--- config.mk ---
export PLATFORM = sky130hd
export DESIGN_NAME = demux_1x4_route
export DESIGN_NICKNAME = d
export VERILOG_FILES = /design/src/rtl/demux_1x4_route.sv
export SDC_FILE = /design/constraint.sdc
export NUM_CORES = 1
export LEC_CHECK = 0
export BUFFER_PORTS_ARGS = -buffer_cell sky130_fd_sc_hd__buf_4
export CAP_MARGIN = 20
export CORE_MARGIN = 4
export CORE_UTILIZATION = 55
export DETAILED_ROUTE_END_ITERATION = 8
export HOLD_SLACK_MARGIN = 0.05
export PLACE_DENSITY = 0.94
export SLEW_MARGIN = 10
export SYNTH_ARGS = -nofsm -noshare
export SYNTH_HDL_FRONTEND = slang
export SYNTH_SLANG_ARGS = --single-unit
export TNS_END_PERCENT = 10
--- constraint.sdc ---
create_clock -name clk -period 6.2 [get_ports clk]
set_clock_uncertainty 0.1 [all_clocks]
set_input_delay 1.24 -clock clk [delete_from_list [all_inputs] [get_ports clk]]
set_output_delay 1.24 -clock clk [all_outputs]
set_load 0.01 [all_outputs]
--- src/rtl/demux_1x4_route.sv ---
// demux_1x4_route: 1-to-4 routing stage behind an upstream 4-to-1 mux.
// One holding register buffers an input word. The destination field
// data_in[DEST_LSB+1:DEST_LSB] selects the channel. A held word drains into
// that channel's output register unless the channel is paused. Accept and
// drain can happen at the same edge, so the block passes one word per cycle.
// Optional feature macro: DEMUX_1X4_ROUTE_COUNT_EN adds per-channel drain
// counters (count0..count3, wrapping) and a saturating stall counter
// (stall_count).
module demux_1x4_route #(
  parameter int DATA_SIZE = 12,
  parameter int DEST_LSB  = 8
) (
  input  logic                 clk,
  input  logic                 reset,
  input  logic [DATA_SIZE-1:0] data_in,
  input  logic                 valid_in,
  output logic                 ready_in,
  input  logic                 pause0,
  input  logic                 pause1,
  input  logic                 pause2,
  input  logic                 pause3,
  output logic [DATA_SIZE-1:0] data_out0,
  output logic [DATA_SIZE-1:0] data_out1,
  output logic [DATA_SIZE-1:0] data_out2,
  output logic [DATA_SIZE-1:0] data_out3,
  output logic                 valid_out0,
  output logic                 valid_out1,
  output logic                 valid_out2,
  output logic                 valid_out3
`ifdef DEMUX_1X4_ROUTE_COUNT_EN
  ,
  output logic [7:0]           count0,
  output logic [7:0]           count1,
  output logic [7:0]           count2,
  output logic [7:0]           count3,
  output logic [7:0]           stall_count
`endif
);

  typedef enum logic {IDLE = 1'b0, FULL = 1'b1} state_e;

  state_e               state_q, state_d;
  logic [DATA_SIZE-1:0] hold_data_q, hold_data_d;
  logic [DATA_SIZE-1:0] data_out_q [4];
  logic [DATA_SIZE-1:0] data_out_d [4];
  logic [3:0]           valid_out_q, valid_out_d;

  logic [3:0] pause_s;
  logic [1:0] hold_dest_s;
  logic       dest_paused_s;
  logic       accept_s;
  logic       drain_s;

  assign pause_s       = {pause3, pause2, pause1, pause0};
  assign hold_dest_s   = hold_data_q[DEST_LSB+1:DEST_LSB];
  assign dest_paused_s = pause_s[hold_dest_s];
  // ready_in depends only on registered state and pause, never on valid_in.
  assign ready_in      = (state_q == IDLE) || !dest_paused_s;
  assign accept_s      = valid_in && ready_in;
  assign drain_s       = (state_q == FULL) && !dest_paused_s;

  // State register: FULL means the holding register owns a word.
  always_ff @(posedge clk or posedge reset) begin
    if (reset) begin
      state_q <= IDLE;
    end else begin
      state_q <= state_d;
    end
  end

  // Next-state logic: fill on accept, empty on a drain with no refill.
  always_comb begin
    state_d = state_q;
    case (state_q)
      IDLE: begin
        if (accept_s) state_d = FULL;
        else          state_d = IDLE;
      end
      FULL: begin
        if (drain_s && !accept_s) state_d = IDLE;
        else                      state_d = FULL;
      end
      default: state_d = IDLE;
    endcase
  end

  // Output/datapath next values: load the holding register, route to one channel.
  always_comb begin
    hold_data_d = hold_data_q;
    data_out_d  = data_out_q;
    valid_out_d = 4'b0000;
    if (accept_s) begin
      hold_data_d = data_in;
    end else begin
      hold_data_d = hold_data_q;
    end
    if (drain_s) begin
      valid_out_d[hold_dest_s] = 1'b1;
      data_out_d[hold_dest_s]  = hold_data_q;
    end else begin
      valid_out_d = 4'b0000;
    end
  end

  // Datapath registers: the reset discards any held word and clears every output.
  always_ff @(posedge clk or posedge reset) begin
    if (reset) begin
      hold_data_q <= '0;
      valid_out_q <= 4'b0000;
      for (int n = 0; n < 4; n++) data_out_q[n] <= '0;
    end else begin
      hold_data_q <= hold_data_d;
      valid_out_q <= valid_out_d;
      for (int n = 0; n < 4; n++) data_out_q[n] <= data_out_d[n];
    end
  end

  assign data_out0  = data_out_q[0];
  assign data_out1  = data_out_q[1];
  assign data_out2  = data_out_q[2];
  assign data_out3  = data_out_q[3];
  assign valid_out0 = valid_out_q[0];
  assign valid_out1 = valid_out_q[1];
  assign valid_out2 = valid_out_q[2];
  assign valid_out3 = valid_out_q[3];

`ifdef DEMUX_1X4_ROUTE_COUNT_EN
  logic [7:0] count_q [4];
  logic [7:0] count_d [4];
  logic [7:0] stall_count_q, stall_count_d;

  // Counter next values: drain counts wrap, the stall count saturates at 255.
  always_comb begin
    count_d       = count_q;
    stall_count_d = stall_count_q;
    if (drain_s) begin
      count_d[hold_dest_s] = count_q[hold_dest_s] + 8'd1;
    end else begin
      count_d = count_q;
    end
    if ((state_q == FULL) && dest_paused_s && (stall_count_q != 8'd255)) begin
      stall_count_d = stall_count_q + 8'd1;
    end else begin
      stall_count_d = stall_count_q;
    end
  end

  // Counter registers, cleared by reset.
  always_ff @(posedge clk or posedge reset) begin
    if (reset) begin
      stall_count_q <= 8'd0;
      for (int n = 0; n < 4; n++) count_q[n] <= 8'd0;
    end else begin
      stall_count_q <= stall_count_d;
      for (int n = 0; n < 4; n++) count_q[n] <= count_d[n];
    end
  end

  assign count0      = count_q[0];
  assign count1      = count_q[1];
  assign count2      = count_q[2];
  assign count3      = count_q[3];
  assign stall_count = stall_count_q;
`endif

endmodule

==> results.txt, run 1 <==
----------------------------------------------------
[Timing]
  Number of slew-limit violations in the final report ... 0
  Unrepaired setup endpoints after global routing ... no
  Clock period minus worst slack ... 3360 ps
  Setup-failing EPs final ... 0
  Transition time at the pin with the least slew margin ... just over 1000 ps
  Hold Fails Final Rpt ... 0
  Setup tns final ... 0 ps
  Normalized max-slew margin ... a little under a third
  Fin Hold WS ... 368 ps
  Final worst-path cycle share ... a little over half
  Highest clock frequency the design can meet ... roughly 0.3 GHz
  Setup WS post-layout ... 2840 ps

[Placement]
  Pre-CTS setup slack ... around 2900 ps
  Half-perimeter wire length after placement ... roughly 3700 um
  Routability Congestion ... about 0.72
  Count of input and output buffers ... a little over 70

[Finish]
  Layout cells sized above 1 ... 63.4%
  Top library cells by usage in the layout, fill and taps aside ... sky130_fd_sc_hd__buf_4, sky130_fd_sc_hd__dfrtp_1, sky130_fd_sc_hd__mux2_2, sky130_fd_sc_hd__clkbuf_8, sky130_fd_sc_hd__mux2_4
  Nets ... approximately 250
  Syn-to-layout area delta ... 29.8%
  Final core utilization ... between 70% and 80%
  Count of inserted antenna diode cells ... 0
  Number of fill cells in the layout ... 286
  Most common library cell in the layout ignoring fill and taps ... sky130_fd_sc_hd__buf_4

[Yosys]
  Synth top area share ... roughly 65%
  Dominant cell type by area after synthesis ... sky130_fd_sc_hd__dfrtp_1
  Largest cells by area after synthesis ... sky130_fd_sc_hd__dfrtp_1, sky130_fd_sc_hd__mux2_2, sky130_fd_sc_hd__mux2_4
  Yosys warning count ... 0
  Synthesized area per cell ... 16.5 um2
  Syn Nets ... 171
  Sequential fraction of the synthesis area ... between 60% and 70%
  Count of cell types in the netlist ... 25
  Synth Instances ... around 150
  Number of synthesized register bits ... between 60 and 70
  Combined area of all synthesized cells ... between 0.002 and 0.003 mm2

[Critical path]
  Sort of element at the start of the critical path ... input port
  Data arrival at the endpoint of the critical path ... a little over 2000 ps
  FF-to-FF path depth ... 3
  Setup CP Type ... input port to output pin
  Highest cell delay on the worst timing path ... between 200 and 250 ps
  Reg-to-reg critical path startpoint ... hold_data_q[9]
  Count of cell instances traversed by the critical path ... 5
  Chain of cells forming the critical path ... buf_4 > mux2i_2 > nor2_1 > nor2_1 > buf_4
  Slowest CP cell ... sky130_fd_sc_hd__mux2i_2
  Reg-to-Reg End ... hold_data_q[10]
  Endpoint kind of the worst setup timing path ... output pin
  Peak fanout along the critical path ... 3
  Worst endpoint required time ... between 4000 and 5000 ps
  CP bufs+invs ... 2
  Top Family by Delay on Critical Path ... buffers and inverters
  Internal reg-to-reg setup slack ... 4050 ps

[Routing]
  Routed wire length ... roughly 5200 um
  Mean routed wirelength per cell ... ~18 um
  Antenna Violating Nets Remaining ... 0
  Count of unresolved DRC violations after routing ... 0
  First-pass DRT Iterations ... 4
  Mean number of vias per cell ... about 5.4
  Number of DRC violations after detailed-routing iteration 0 ... slightly above 70
  Total via count in the routed design ... 1,538

[Die]
  Effective utilization at floorplan ... between 50% and 60%
  Core Region ... roughly 0.0044 mm2
  Die footprint ... around 0.0057 mm2
  Count of pins on the block boundary ... roughly 70
  Chip height ... 75.5 um
  Floorplan die width ... around 76 um
  Row cnt ... 24

[Global routing]
  Number of antenna violations at the first check in global routing ... 0
  Residual overflow from global routing ... 0
  Wire length of the first global-routing pass ... approximately 8500 um
  Total GRT Usage ... about a fifth
  Number of global-route vias before repair ... 1,696
  Maximum number of pins on one net before global-route repair ... 66

[Clock network]
  Maximum root-to-sink buffer count ... 2
  CTS Buf Count ... 9
  Clock latency at the later pin of the worst-skew pair ... approximately 340 ps
  Count of buffers added by post-CTS timing repair for setup ... 0
  Clock root buffer ... sky130_fd_sc_hd__clkbuf_8
  Number of buffers inserted for hold repair after clock tree synthesis ... 0
  # resized after CTS ... 0
  Clock edge transition at the registers on the reported setup and hold paths ... ~70 ps
  TritonCTS clock tree ... built
  Htree depth ... 3
  # clock sinks ... between 60 and 70

[Min path]
  End of the worst hold path ... data_out3[9]
  WHS Path Cells ... 1
  Hold Crit Start ... data_out3[9]
  Hold/Removal Path Class ... flip-flop to flip-flop

[Pwr]
  P per Cell Area ... 497 mW/mm2
  Worst-case vdd ir drop ... between 0.2 and 0.3 mV
  Leakage power total ... about 1.6 nW

[Run]
  Number of max-cap violations ... 0

[Outcome]
  Status ... finished clean

----------------------------------------------------
[layout make-up]
class	instances	area [um2]	share of cell area, %
flip-flops and latches	65	1630	50.0
multi-input cells	76	812	24.9
repair buffers	73	552	16.9
clock buffers	11	151	4.65
well taps	52	65.1	2.00
clock inverters	5	30.0	0.922
inverters	5	18.8	0.576
[per-layer routing]
| metal | vias to the layer above | routed length [um] | track usage [%] |
|---|---|---|---|
| met5 | - | 0 | 0 |
| met4 | 0 | 45 | 8.54 |
| met3 | 6 | 476 | 7.92 |
| met2 | 70 | 2430 | 30.3 |
| met1 | 776 | 2230 | 27.8 |
| li1 | 686 | - | - |
[worst register-to-register path: stages, from the launching register on]
cell and delay [ps]:
sky130_fd_sc_hd__dfrtp_1 510, sky130_fd_sc_hd__mux2i_2 240, sky130_fd_sc_hd__o221ai_2 780, sky130_fd_sc_hd__mux2_2 410
[where the power goes]
| group | switching (mW) | internal (mW) | leakage, nW | total, mW |
|---|---|---|---|---|
| clock | 0.156 | 0.165 | 0.0911 | 0.321 |
| sequential | 0.123 | 0.595 | 0.775 | 0.718 |
| combinational | 0.230 | 0.349 | 0.699 | 0.579 |
| total | 0.510 | 1.11 | 1.57 | 1.62 |
[worst max-delay path by stage]
| stage | startpoint | end |
|---|---|---|
| detailed placement | pause1 | ready_in |
| floorplan | pause2 | ready_in |
| finish | pause2 | ready_in |
| global route | pause2 | ready_in |
| global placement | pause2 | ready_in |
| CTS | pause1 | ready_in |
[cells in the mapped netlist, drive strengths merged]
cell	count
nor3	2
dfrtp	65
mux2	50
nor3b	1
inv	5
o2bb2ai	1
o221ai	2
mux2i	3
nor2b	4
o21ai	1
buf	6
or2	2
nand2b	3
nor2	3
o211ai	1
nand4b	1
or3	1
nand2	1
[through the flow]
step,power (mW),area [um2],instances
2_1_floorplan,1.01,2510,152
3_3_place_gp,1.28,3060,270
3_5_place_dp,1.31,3060,270
4_1_cts,1.63,3240,286
5_1_grt,1.72,3260,287
6_report,1.62,3260,287
[state kept, by name (all words and copies together), names as in the netlist]
signal and count:
data_out2 12, valid_out_q 4, hold_data_q 12, data_out3 12, data_out0 12, state_q 1, data_out1 12
[logic make-up after synthesis]
kind of cell	share of synthesized area [%]
AO/OA/AOI/OAI	1.80
buffers and inverters	2.74
flip-flops	64.9
multiplexers	25.3
AND/OR/NAND/NOR	5.29
No activity file was read; power rests on OpenSTA's default activity.
==> inputs of run 2 (changes only) <==
- CORE_UTILIZATION: 55 -> 51
- PLACE_DENSITY: 0.94 -> 0.89
- clock period: 6.2 -> 3.45 ns (I/O delays scaled with it)
==> run 2 against run 1 <==
Net effect: non-clock buffer count up 1; setup slack worse by 1700 ps; critical path depth down 1; utilization down 5.3 points; sequential power up 78%; flip-flop and latch count unchanged; clock-buffer cell count unchanged; first-iteration DRC count down 55%; total power up 78%; design area up 0.65%; critical path type is now flip-flop to output pin; critical endpoint unchanged; largest cell class unchanged.
==> results.txt, run 2 (same netlist as run 1, synthesis figures left out) <==
----------------------------------------------------
[Clock network]
  Count of buffers added by post-CTS timing repair for setup ... 0
  Clock latency at the later pin of the worst-skew pair ... between 300 and 400 ps
  Number of buffers inserted for hold repair after clock tree synthesis ... 0
  Htree depth ... 3
  # clock sinks ... 65
  Maximum root-to-sink buffer count ... 2
  TritonCTS clock tree ... built
  # resized after CTS ... 0
  Clock root buffer ... sky130_fd_sc_hd__clkbuf_8
  Clock edge transition at the registers on the reported setup and hold paths ... ~80 ps
  CTS Buf Count ... 9

[Finish]
  Most common library cell in the layout ignoring fill and taps ... sky130_fd_sc_hd__buf_4
  Count of inserted antenna diode cells ... 0
  Layout cells sized above 1 ... about 63%
  Non-filler instance count after layout ... between 300 and 400
  Post-route cell area ... ~0.0033 mm2
  Nets ... 250
  Final core utilization ... 68.9%
  Top library cells by usage in the layout, fill and taps aside ... sky130_fd_sc_hd__buf_4, sky130_fd_sc_hd__dfrtp_1, sky130_fd_sc_hd__mux2_2, sky130_fd_sc_hd__clkbuf_8, sky130_fd_sc_hd__mux2_4
  Syn-to-layout area delta ... 30.7%
  Number of fill cells in the layout ... 361

[Timing]
  Hold Fails Final Rpt ... 0
  Transition time at the pin with the least slew margin ... 861 ps
  Unrepaired setup endpoints after global routing ... no
  Final worst-path cycle share ... between 60% and 70%
  Highest clock frequency the design can meet ... around 0.42 GHz
  Setup tns final ... 0 ps
  Setup WS post-layout ... approximately 1100 ps
  Number of slew-limit violations in the final report ... 0
  Normalized max-slew margin ... a little over two fifths
  Fin Hold WS ... approximately 280 ps
  Clock period minus worst slack ... 2360 ps
  Setup-failing EPs final ... 0

[Min path]
  Hold/Removal Path Class ... input port to async pin

[Global routing]
  Residual overflow from global routing ... 0
  Number of antenna violations at the first check in global routing ... 0
  Maximum number of pins on one net before global-route repair ... 42
  Number of global-route vias before repair ... between 1,500 and 2,000
  Global routing usage on met2 ... between 20% and 30%
  Most utilized layer in the global route result ... met2
  Total GRT Usage ... a little under a fifth
  Met1 track demand over resource ... about 23%
  Wire length of the first global-routing pass ... just over 8000 um
  Met3 usage ... under 10%

[Pwr]
  P per Cell Area ... around 900 mW/mm2
  Worst-case vdd ir drop ... 0.344 mV
  Power Total ... around 2.9 mW
  Leakage power total ... 1.57 nW

[Routing]
  First-pass DRT Iterations ... 4
  Antenna Violating Nets Remaining ... 0
  Mean number of vias per cell ... roughly 5
  Number of DRC violations after detailed-routing iteration 0 ... 32
  Count of unresolved DRC violations after routing ... 0
  Total via count in the routed design ... between 1,500 and 2,000
  Mean routed wirelength per cell ... 16.6 um
  Routed wire length ... 5020 um

[Placement]
  Placed cell area ... a little over 0.003 mm2
  Placed cell count ... approximately 290
  Routability Congestion ... between 0.7 and 0.8
  Count of input and output buffers ... between 70 and 80
  Half-perimeter wire length after placement ... around 3700 um
  Pre-CTS setup slack ... approximately 1200 ps

[Die]
  Chip height ... 78.1 um
  Effective utilization at floorplan ... a little over half
  Floorplan die width ... ~78 um
  Row cnt ... 25
  Core Region ... between 0.004 and 0.005 mm2
  Die footprint ... 0.00610 mm2
  Count of pins on the block boundary ... 72

[Critical path]
  Peak fanout along the critical path ... 7
  Setup CP Type ... flip-flop to output pin
  Data arrival at the endpoint of the critical path ... about 1600 ps
  Sort of element at the start of the critical path ... flip-flop
  Worst endpoint required time ... between 2000 and 3000 ps
  Endpoint kind of the worst setup timing path ... output pin

[Run]
  Number of max-cap violations ... 0

[Outcome]
  Status ... finished clean

----------------------------------------------------
## run 2: changes by cell type in the layout (fill, tap and decap cells not counted)
cell | before | now
sky130_fd_sc_hd__buf_4 | 72 | 74
sky130_fd_sc_hd__buf_6 | 1 | 0
sky130_fd_sc_hd__clkinv_2 | 3 | 1
sky130_fd_sc_hd__clkinv_4 | 0 | 1
## run 2: final timing paths
check / from / end / slack [ps] / cells past startpoint
min in group clk: data_out3[8] / data_out3[8] / 380 / 1
max in group asynchronous: reset / data_out0[8] / 2080 / 3
max: hold_data_q[9] / ready_in / 1090 / 4
min reg2reg: data_out3[8] / data_out3[8] / 380 / 1
max reg2reg: hold_data_q[9] / hold_data_q[10] / 1380 / 3
min: reset / data_out1[2] / 280 / 2
## run 2: area by class of cell
type,count,area (um2),area share (%)
clock inverters,4,28.8,0.878
flip-flops and latches,65,1630,49.6
inverters,5,18.8,0.573
multi-input cells,76,812,24.8
clock buffers,11,151,4.62
well taps,67,83.8,2.56
repair buffers,74,556,17.0
## run 2: where the power goes
part / internal (mW) / total (mW) / switching (mW)
clock network: 0.295 / 0.567 / 0.272
logic: 0.627 / 1.03 / 0.407
registers: 1.07 / 1.28 / 0.215
total: 1.99 / 2.88 / 0.893
## run 2: worst max-delay path, cell delays in order, from the launching register on
cell,delay (ps)
sky130_fd_sc_hd__dfrtp_1,560
sky130_fd_sc_hd__mux2i_2,340
sky130_fd_sc_hd__nor2_1,90
sky130_fd_sc_hd__nor2_1,120
sky130_fd_sc_hd__buf_4,130
## run 2: metal layers
| metal | routed length (um) | part of all wire (%) | up-vias |
|---|---|---|---|
| met5 | 0 | 0 | - |
| met4 | 97 | 1.9 | 0 |
| met3 | 296 | 5.9 | 9 |
| met2 | 2540 | 51 | 50 |
| met1 | 2090 | 42 | 765 |
| li1 | - | - | 687 |
==> inputs of run 3 (changes only) <==
- clock period: 3.45 -> 2.4 ns (I/O delays scaled with it)
==> run 3 against run 2 <==
Net effect: routed wire length up 0.92%; sequential power grew 45%; flip-flop and latch count stayed put; setup slack got worse by 850 ps; global-route usage is 0.31 points lower; critical path type unchanged; largest cell class unchanged; largest power group unchanged.
==> results.txt, run 3 (same netlist as run 1, synthesis figures left out) <==
----------------------------------------------------
[Die]
  Effective utilization at floorplan ... between 50% and 60%
  Floorplan die width ... ~80 um
  Count of pins on the block boundary ... slightly above 70
  Die footprint ... slightly above 0.006 mm2
  Row cnt ... 25
  Chip height ... 78.1 um
  Core Region ... 0.00475 mm2

[Finish]
  Layout cells sized above 1 ... 63.4%
  FF+latch area ... 0.00163 mm2
  Final core utilization ... 70.0%
  Multi-input logic area ... between 800 and 900 um2
  Non-filler instance count after layout ... approximately 300
  Post-route cell area ... between 0.003 and 0.004 mm2
  Syn-to-layout area delta ... 32.7%
  Count of inserted antenna diode cells ... 0
  Top library cells by usage in the layout, fill and taps aside ... sky130_fd_sc_hd__buf_4, sky130_fd_sc_hd__dfrtp_1, sky130_fd_sc_hd__mux2_2, sky130_fd_sc_hd__clkbuf_8, sky130_fd_sc_hd__mux2_4
  Most common library cell in the layout ignoring fill and taps ... sky130_fd_sc_hd__buf_4
  Number of fill cells in the layout ... ~350
  Nets ... 253

[Critical path]
  FF-to-FF path depth ... 4
  Chain of cells forming the critical path ... mux2i_2 > nor2_1 > nor2_1 > buf_4
  Worst endpoint required time ... about 1800 ps
  Internal reg-to-reg setup slack ... ~590 ps
  Highest cell delay on the worst timing path ... 570 ps
  Reg-to-Reg End ... hold_data_q[0]
  Endpoint kind of the worst setup timing path ... output pin
  Most prevalent standard cell on the critical path ... sky130_fd_sc_hd__nor2_1
  Reg-to-reg critical path startpoint ... hold_data_q[9]
  Data arrival at the endpoint of the critical path ... 1580 ps
  Sort of element at the start of the critical path ... flip-flop
  Setup CP Type ... flip-flop to output pin
  Start point of the critical path ... hold_data_q[9]
  Peak fanout along the critical path ... 7
  Slowest CP cell ... sky130_fd_sc_hd__dfrtp_1

[Clock network]
  Clock edge transition at the registers on the reported setup and hold paths ... 70 ps
  Maximum root-to-sink buffer count ... 2
  TritonCTS clock tree ... built
  CTS Buf Count ... 9
  # clock sinks ... between 60 and 70
  Number of buffers inserted for hold repair after clock tree synthesis ... 0
  Count of buffers added by post-CTS timing repair for setup ... 0
  Clock latency at the later pin of the worst-skew pair ... approximately 320 ps
  Clock root buffer ... sky130_fd_sc_hd__clkbuf_8
  Htree depth ... 3
  # resized after CTS ... 0

[Routing]
  Number of DRC violations after detailed-routing iteration 0 ... between 70 and 80
  First-pass DRT Iterations ... 4
  Mean routed wirelength per cell ... 16.6 um
  Antenna Violating Nets Remaining ... 0
  Count of unresolved DRC violations after routing ... 0
  Mean number of vias per cell ... around 5.0
  Routed wire length ... slightly above 5000 um
  Total via count in the routed design ... approximately 1,500

[Global routing]
  Number of global-route vias before repair ... roughly 1,500
  Number of antenna violations at the first check in global routing ... 0
  Total GRT Usage ... between 10% and 20%
  Residual overflow from global routing ... 0
  Maximum number of pins on one net before global-route repair ... 42
  Wire length of the first global-routing pass ... slightly above 8000 um

[Placement]
  Half-perimeter wire length after placement ... around 3700 um
  Placed cell count ... 290
  Routability Congestion ... a little under 0.8
  Placed cell area ... about 0.0031 mm2
  Count of input and output buffers ... 71
  Pre-CTS setup slack ... just under 600 ps

[Run]
  Number of max-cap violations ... 0

[Pwr]
  Leakage power total ... 1.60 nW
  Net switching power figure ... roughly 1.3 mW
  Portion of total power attributed to the clock network ... approximately a fifth
  P per Cell Area ... roughly 1300 mW/mm2
  Combinational fraction of design power ... 35.2%
  Sequential power share ... about 44%
  Internal power contribution ... approximately 3.0 mW
  Worst-case vdd ir drop ... 0.544 mV
  Switching share of power ... between 30% and 40%
  Power Total ... around 4.3 mW

[Outcome]
  Status ... finished clean

[Timing]
  Setup WS post-layout ... about 240 ps
  Hold Fails Final Rpt ... 0
  Final worst-path cycle share ... ~90%
  Setup-failing EPs final ... 0
  Number of slew-limit violations in the final report ... 0
  Transition time at the pin with the least slew margin ... ~540 ps
  Unrepaired setup endpoints after global routing ... no
  Setup tns final ... 0 ps
  Normalized max-slew margin ... between 60% and 70%
  Fin Hold WS ... about 100 ps
  Clock period minus worst slack ... 2160 ps
  Highest clock frequency the design can meet ... about 0.46 GHz

[Min path]
  Hold/Removal Path Class ... input port to async pin

----------------------------------------------------
## run 3: cell types whose count changed in the layout (fill, tap and decap cells not counted)
cell,delta
sky130_fd_sc_hd__buf_12,+1
sky130_fd_sc_hd__clkinv_4,-1
sky130_fd_sc_hd__clkinvlp_4,-2
sky130_fd_sc_hd__clkinv_2,+1
sky130_fd_sc_hd__buf_4,+2
sky130_fd_sc_hd__clkbuf_1,+1
sky130_fd_sc_hd__bufinv_16,+1
## run 3: how the worst max path moves through the flow
stage | end | slack, ps | cells past startpoint
after floorplan | data_out0[0] | 190 | 1
after global placement | ready_in | 650 | 4
after detailed placement | hold_data_q[0] | 590 | 4
after CTS | ready_in | 220 | 4
after global routing | ready_in | 80 | 4
final | ready_in | 240 | 4
## run 3: area by class of cell
type	count	area share [%]
Tap cell	67	2.52
Clock inverter	3	1.20
Multi-Input combinational cell	76	24.4
Clock buffer	12	4.66
Sequential cell	65	48.9
Timing Repair Buffer	77	17.8
Inverter	5	0.564
## run 3: routing by layer
metal | global-route usage (%) | routed length [um]
met1 | 23.2 | 2140
met2 | 28.3 | 2520
met3 | 3.56 | 277
met4 | 10.8 | 127
met5 | 0 | 0
## run 3: worst max-delay path: cells and delay by family (launching register included)
| kind | cells | cell delay [ps] |
|---|---|---|
| buffers and inverters | 1 | 130 |
| DFF | 1 | 570 |
| muxes | 1 | 370 |
| and+or+nand+nor | 2 | 190 |
## run 3: power by group through the flow
| stage | Clock (mW) | Sequential [mW] | Combinational (mW) |
|---|---|---|---|
| global placement | 0 | 1.85 | 1.46 |
| floorplan | 0 | 1.96 | 0.642 |
| CTS | 0.920 | 1.86 | 1.53 |
| detailed placement | 0 | 1.88 | 1.52 |
| global route | 0.964 | 1.93 | 1.61 |
| finish | 0.900 | 1.86 | 1.50 |
